<file path="src/rtl/glitch_pkg.sv">
// Shared definitions for the glitch-generation slice.
//   - Default field widths, shared with the UART command handler.
//   - FSM state encoding for pulse_generator.
//   - max3(): sizes a counter that must hold any of three fields.
package glitch_pkg;

   localparam int DELAY_W_DEF   = 16;
   localparam int WIDTH_W_DEF   = 8;
   localparam int COUNT_W_DEF   = 8;
   localparam int SPACING_W_DEF = 16;

   typedef enum logic [2:0] {
      ST_IDLE  = 3'd0,
      ST_ARMED = 3'd1,
      ST_DELAY = 3'd2,
      ST_PULSE = 3'd3,
      ST_GAP   = 3'd4
   } state_t;

   function automatic int max3(input int a, input int b, input int c);
      int m;
      m = (a > b) ? a : b;
      return (m > c) ? m : c;
   endfunction

endpackage

</file>
<file path="src/rtl/sync_edge.sv">
// Multi-flop synchronizer followed by a rising-edge detector.
//   clk, rst : system clock, synchronous active-high reset
//   d_i      : asynchronous input
//   q_o      : synchronized level (last synchronizer stage)
//   rise_o   : one-cycle pulse when q_o goes 0 -> 1 (combinational from flops)
module sync_edge #(
   parameter int SYNC_STAGES = 2
) (
   input  logic clk,
   input  logic rst,
   input  logic d_i,
   output logic q_o,
   output logic rise_o
);

   logic [SYNC_STAGES-1:0] sync_q;
   logic                   dly_q;

   always_ff @(posedge clk) begin
      if (rst) begin
         sync_q <= '0;
         dly_q  <= 1'b0;
      end else begin
         sync_q <= {sync_q[SYNC_STAGES-2:0], d_i};
         dly_q  <= sync_q[SYNC_STAGES-1];
      end
   end

   assign q_o    = sync_q[SYNC_STAGES-1];
   assign rise_o = sync_q[SYNC_STAGES-1] & ~dly_q;

endmodule

</file>
<file path="src/rtl/pulse_generator.sv">
// Glitch pulse-train generator.
//   clk, rst         : system clock, synchronous active-high reset
//   trigger_i        : asynchronous target trigger, rising edge starts a train
//   delay_i          : cycles from trigger detection to first pulse
//   width_i          : high cycles per pulse
//   num_pulses_i     : pulses per train
//   pulse_spacing_i  : low cycles between pulses (0 treated as 1)
//   pulse_en_i       : arm level; rising edge arms, low aborts
//   pulse_o          : registered glitch output
//   armed_o, busy_o  : registered status (ARMED / DELAY|PULSE|GAP)
//   done_o           : one-cycle strobe on normal completion
module pulse_generator
   import glitch_pkg::*;
#(
   parameter int SYNC_STAGES = 2,
   parameter int DELAY_W     = DELAY_W_DEF,
   parameter int WIDTH_W     = WIDTH_W_DEF,
   parameter int COUNT_W     = COUNT_W_DEF,
   parameter int SPACING_W   = SPACING_W_DEF
) (
   input  logic                 clk,
   input  logic                 rst,
   input  logic                 trigger_i,
   input  logic [DELAY_W-1:0]   delay_i,
   input  logic [WIDTH_W-1:0]   width_i,
   input  logic [COUNT_W-1:0]   num_pulses_i,
   input  logic [SPACING_W-1:0] pulse_spacing_i,
   input  logic                 pulse_en_i,
   output logic                 pulse_o,
   output logic                 armed_o,
   output logic                 busy_o,
   output logic                 done_o
);

   // One down-counter serves delay, width and spacing phases.
   localparam int CNT_W = max3(DELAY_W, WIDTH_W, SPACING_W);

   state_t               state, state_nx;
   logic [CNT_W-1:0]     cnt, cnt_nx;
   logic [WIDTH_W-1:0]   width_q, width_nx;
   logic [COUNT_W-1:0]   num_q, num_nx;
   logic [SPACING_W-1:0] space_q, space_nx;
   logic [COUNT_W-1:0]   pdone, pdone_nx;
   logic                 pulse_nx, done_nx;
   logic                 en_q;
   logic                 en_rise;
   logic                 trig_rise;
   logic                 trig_sync_unused;
   logic [CNT_W-1:0]     width_m1, gap_m1;

   sync_edge #(.SYNC_STAGES(SYNC_STAGES)) u_sync (
      .clk    (clk),
      .rst    (rst),
      .d_i    (trigger_i),
      .q_o    (trig_sync_unused),
      .rise_o (trig_rise)
   );

   assign en_rise  = pulse_en_i & ~en_q;
   assign width_m1 = CNT_W'(width_q) - CNT_W'(1);
   // Spacing of 0 is clamped to 1 so back-to-back pulses never merge.
   assign gap_m1   = (space_q == '0) ? '0 : CNT_W'(space_q) - CNT_W'(1);

   always_comb begin
      state_nx = state;
      cnt_nx   = cnt;
      width_nx = width_q;
      num_nx   = num_q;
      space_nx = space_q;
      pdone_nx = pdone;
      pulse_nx = 1'b0;
      done_nx  = 1'b0;
      case (state)
         ST_IDLE: begin
            if (en_rise) state_nx = ST_ARMED;
         end
         ST_ARMED: begin
            // Abort takes priority over a coincident trigger.
            if (!pulse_en_i) begin
               state_nx = ST_IDLE;
            end else if (trig_rise) begin
               width_nx = width_i;
               num_nx   = num_pulses_i;
               space_nx = pulse_spacing_i;
               pdone_nx = '0;
               if (num_pulses_i == '0 || width_i == '0) begin
                  state_nx = ST_IDLE;
                  done_nx  = 1'b1;
               end else begin
                  cnt_nx   = CNT_W'(delay_i);
                  state_nx = ST_DELAY;
               end
            end
         end
         ST_DELAY: begin
            if (!pulse_en_i) begin
               state_nx = ST_IDLE;
            end else if (cnt == '0) begin
               cnt_nx   = width_m1;
               pulse_nx = 1'b1;
               state_nx = ST_PULSE;
            end else begin
               cnt_nx = cnt - CNT_W'(1);
            end
         end
         ST_PULSE: begin
            pulse_nx = 1'b1;
            if (!pulse_en_i) begin
               pulse_nx = 1'b0;
               state_nx = ST_IDLE;
            end else if (cnt == '0) begin
               pulse_nx = 1'b0;
               if (pdone == num_q - COUNT_W'(1)) begin
                  done_nx  = 1'b1;
                  state_nx = ST_IDLE;
               end else begin
                  cnt_nx   = gap_m1;
                  state_nx = ST_GAP;
               end
            end else begin
               cnt_nx = cnt - CNT_W'(1);
            end
         end
         ST_GAP: begin
            if (!pulse_en_i) begin
               state_nx = ST_IDLE;
            end else if (cnt == '0) begin
               pulse_nx = 1'b1;
               cnt_nx   = width_m1;
               pdone_nx = pdone + COUNT_W'(1);
               state_nx = ST_PULSE;
            end else begin
               cnt_nx = cnt - CNT_W'(1);
            end
         end
         default: state_nx = ST_IDLE;
      endcase
   end

   always_ff @(posedge clk) begin
      if (rst) begin
         state   <= ST_IDLE;
         cnt     <= '0;
         width_q <= '0;
         num_q   <= '0;
         space_q <= '0;
         pdone   <= '0;
         en_q    <= 1'b0;
         pulse_o <= 1'b0;
         done_o  <= 1'b0;
         armed_o <= 1'b0;
         busy_o  <= 1'b0;
      end else begin
         state   <= state_nx;
         cnt     <= cnt_nx;
         width_q <= width_nx;
         num_q   <= num_nx;
         space_q <= space_nx;
         pdone   <= pdone_nx;
         en_q    <= pulse_en_i;
         pulse_o <= pulse_nx;
         done_o  <= done_nx;
         // Status flags track the state being entered, so they line up with it.
         armed_o <= (state_nx == ST_ARMED);
         busy_o  <= (state_nx == ST_DELAY) || (state_nx == ST_PULSE) ||
                    (state_nx == ST_GAP);
      end
   end

endmodule

</file>
<file path="config.mk">
export PLATFORM = sky130hd
export DESIGN_NAME = pulse_generator
export DESIGN_NICKNAME = d
export VERILOG_FILES = /design/src/rtl/glitch_pkg.sv /design/src/rtl/sync_edge.sv /design/src/rtl/pulse_generator.sv
export SDC_FILE = /design/constraint.sdc
export NUM_CORES = 1
export LEC_CHECK = 0
export CAP_MARGIN = 0
export CORE_UTILIZATION = 30
export CTS_CLUSTER_DIAMETER = 30
export DETAILED_ROUTE_END_ITERATION = 6
export HOLD_SLACK_MARGIN = 0.02
export PLACE_DENSITY = 0.54
export SYNTH_ARGS = -nofsm -noshare
export SYNTH_HDL_FRONTEND = slang
export SYNTH_SLANG_ARGS = --single-unit
</file>
<file path="constraint.sdc">
create_clock -name clk -period 2.5 [get_ports clk]
set_input_delay 0.5 -clock clk [delete_from_list [all_inputs] [get_ports clk]]
set_output_delay 0.5 -clock clk [all_outputs]
set_load 0.05 [all_outputs]
</file>
==> flow_summary_export.csv <==
group,metric,value,unit
timing,setup_viol,0,
timing,setup-tns-final,0,ps
route,post_drt_wl_per_cell,15.3,µm
cells_and_area,final_core_util,39.6,%
synthesis,syn_inst,528,
timing,period_needed,2350,ps
global_route,grt_pass1_wl,19200,µm
place,pre_cts_slack,-192,ps
place,hpwl,8890,µm
power,power_density,524,mW/mm²
setup_path,critPathKind,"reg2reg",
floorplanning,die_h,120,µm
synthesis,synth_edf_count,0,
setup_path,cp-end-kind,"flop",
cells_and_area,area_delta_synth_final,26.9,%
floorplanning,die_x,120,µm
clock_network,htree_levels,3,
synthesis,postSynthAreaPerCell,7.95,µm²
floorplanning,core-area,0.0135,mm²
clock_network,cts_made_buffers,9,
global_route,grt_antenna_before_repair,0,
route,ant_nets,0,
setup_path,crit_chain,"inv_1 > ha_1 > nor4b_4 > buf_4 > nand4_2 > nor2_2 > o311a_4 > nor2_1 > o32ai_1",
floorplanning,io_pins,56,
timing,slew_viol_final,0,
clock_network,cts_tree,"built",
cells_and_area,layout.nets,647,
synthesis,synth_area_leader_cell,"dfxtp_1",
synthesis,yosysSeqAreaShare,31.9,%
cells_and_area,drive_gt1_share,12.6,%
timing,hold_viol_final,0,
run_status,status,"completed",
route,wl,11800,µm
global_route,grt_usage,16.8,%
synthesis,synth.area.top_cells,"dfxtp_1 32%, nand2_1 8.6%, a21oi_1 6.9%",
clock_network,clk_pin_slew,60,ps
floorplanning,initial_core_util,31.2,%
synthesis,yosysWarnings,0,
synthesis,synth.distinct_cells,69,
setup_path,max_stage_delay,360,ps
timing,fin_skew,6.89,ps
route,drtPass1Iterations,5,
job,drv_cap,0,
timing,fmax,0.426,GHz
setup_path,crit_required,2740,ps
route,drt_iter0_drc,176,
setup_path,startpoint_type,"flop",
clock_network,cts_num_sinks,67,
timing,setup_ws,154,ps
timing,slew_headroom,48.5,%
clock_network,hold_buffers,0,
timing,rsz0062_at_grt,"false",
floorplanning,design.die.area,0.0145,mm²
synthesis,synth.most_common_cell,"nand2_1",
place,io_buffers,55,
route,drc,0,
clock_network,clk_path_buf_depth,2,
floorplanning,num_rows,42,
cells_and_area,num_antenna_cells,0,
synthesis,ys_ff_latch,67,
global_route,grt_pass1_vias,4001,
synthesis,synth_flop_cell,"dfxtp_1",
power,vdd_ir_drop_max,0.368,mV
clock_network,clk_latency,340,ps
route,vias,4041,
power,p_leak,2.02,nW
synthesis,async_flop_share,0,%
setup_path,cp_slowest_cell,"o311a_4",
setup_path,worstPathArrival,2590,ps
place,place_congestion,0.841,
hold_path,hp-class,"reg2reg",
setup_path,crit_path_max_fanout,14,
timing,min_period_over_period,93.8,%
synthesis,synth.top_cells.by_count,"96 x nand2_1, 67 x dfxtp_1, 58 x a21oi_1",
global_route,grt_max_degree,53,
synthesis,synth_fp_nets,585,
route,viasPerCell,5.24,
clock_network,cts_root_buffer,"clkbuf_16",
synthesis,synth_top_area_share,31.9,%
timing,worst-slew-pin-transition,769,ps
synthesis,syn_area,0.00420,mm²
global_route,gr-total-overflow,0,
==> layout by cell type (no fill, tap or decap), drive strengths merged, types with 6 or more instances in the layout <==
cell | Yosys | layout
xor2 | 18 | 18
o31ai | 10 | 10
o21ai | 21 | 21
a21oi | 60 | 60
nor3 | 29 | 29
clkbuf | 18 | 10
or4 | 11 | 11
buf | 10 | 25
nand3 | 9 | 9
o31a | 6 | 6
a31oi | 11 | 11
or3 | 9 | 9
dfxtp | 67 | 67
nor4 | 13 | 13
o22ai | 10 | 10
clkdlybuf4s50 | 0 | 54
xnor2 | 16 | 16
nor2 | 24 | 24
nand2 | 97 | 97
inv | 15 | 15
==> metrics by stage <==
step | hold slack (ps) | power, mW | std cells | instance area (µm²)
floorplan | 414 | 1.29 | 528 | 4200
global placement | 419 | 1.44 | 752 | 4970
detailed placement | 429 | 1.44 | 752 | 4970
CTS | 442 | 2.82 | 770 | 5320
global route | 459 | 2.89 | 771 | 5330
finish | 436 | 2.79 | 771 | 5330
==> cells by family (layout without fill, tap and decap cells) <==
group           count (synthesis)  after routing  synth area share (%)
xor+xnor                       34             34                  7.09
buf+inv                        44            111                  5.09
flops                          67             67                  31.9
compound gates                146            146                  23.7
fa+ha+maj                       5              5                  1.49
mux                             3              3                 0.715
simple gates                  229            229                  29.9
==> critical path: cells and delay by family, from the launching register on <==
kind	cells	cell delay, ps
adder cells (fa/ha/maj)	1	240
AND/OR/NAND/NOR	4	760
buffers and inverters	2	280
AO/OA/AOI/OAI	2	640
flip-flops	1	330
==> report_power, final <==
part	leakage, nW	switching, mW	internal [mW]
logic	1.32	0.162	0.161
registers	0.541	0.0157	1.08
clock network	0.155	0.473	0.899
==> metal layers <==
| layer | global-route usage (%) | vias up | routed length (µm) |
|---|---|---|---|
| met2 | 29.3 | 84 | 5780 |
| met5 | 0 | - | 0 |
| met4 | 6.94 | 0 | 298 |
| met3 | 4.01 | 21 | 538 |
| met1 | 19.7 | 1896 | 5180 |
| li1 | - | 2040 | - |
==> final cells by class <==
class,instances,area (µm²)
Clock buffer,10,239
Clock inverter,6,88.8
Inverter,16,60.1
Timing Repair Buffer,79,726
Fill cell,1414,8130
Tap cell,176,220
Sequential cell,67,1340
Multi-Input combinational cell,417,2650
==> sequential cells by signal, summed over array words and instances (netlist names) <==
signal	flops
armed_o	1
busy_o	1
cnt	16
done_o	1
en_q	1
num_q	8
pdone	8
pulse_o	1
space_q	16
state	3
u_sync.dly_q	1
u_sync.sync_q	2
width_q	8
==> final timing paths <==
path	start	to	slack, ps	cells past startpoint
worst max-delay path	cnt[0]	cnt[4]	150	9
worst min-delay path	u_sync.sync_q[0]	u_sync.sync_q[1]	440	1
worst max register to register	cnt[0]	cnt[4]	150	9
worst min register to register	u_sync.sync_q[0]	u_sync.sync_q[1]	440	1
==> timing repair <==
item                                    4_1_cts  5_1_grt
endpoints found under the setup margin        1        2
pin swaps                                     0        1
buffers inserted                              2        1
resized for setup                             0        1
endpoints found under the hold margin         0        0
(Power assumes the default switching activity.)
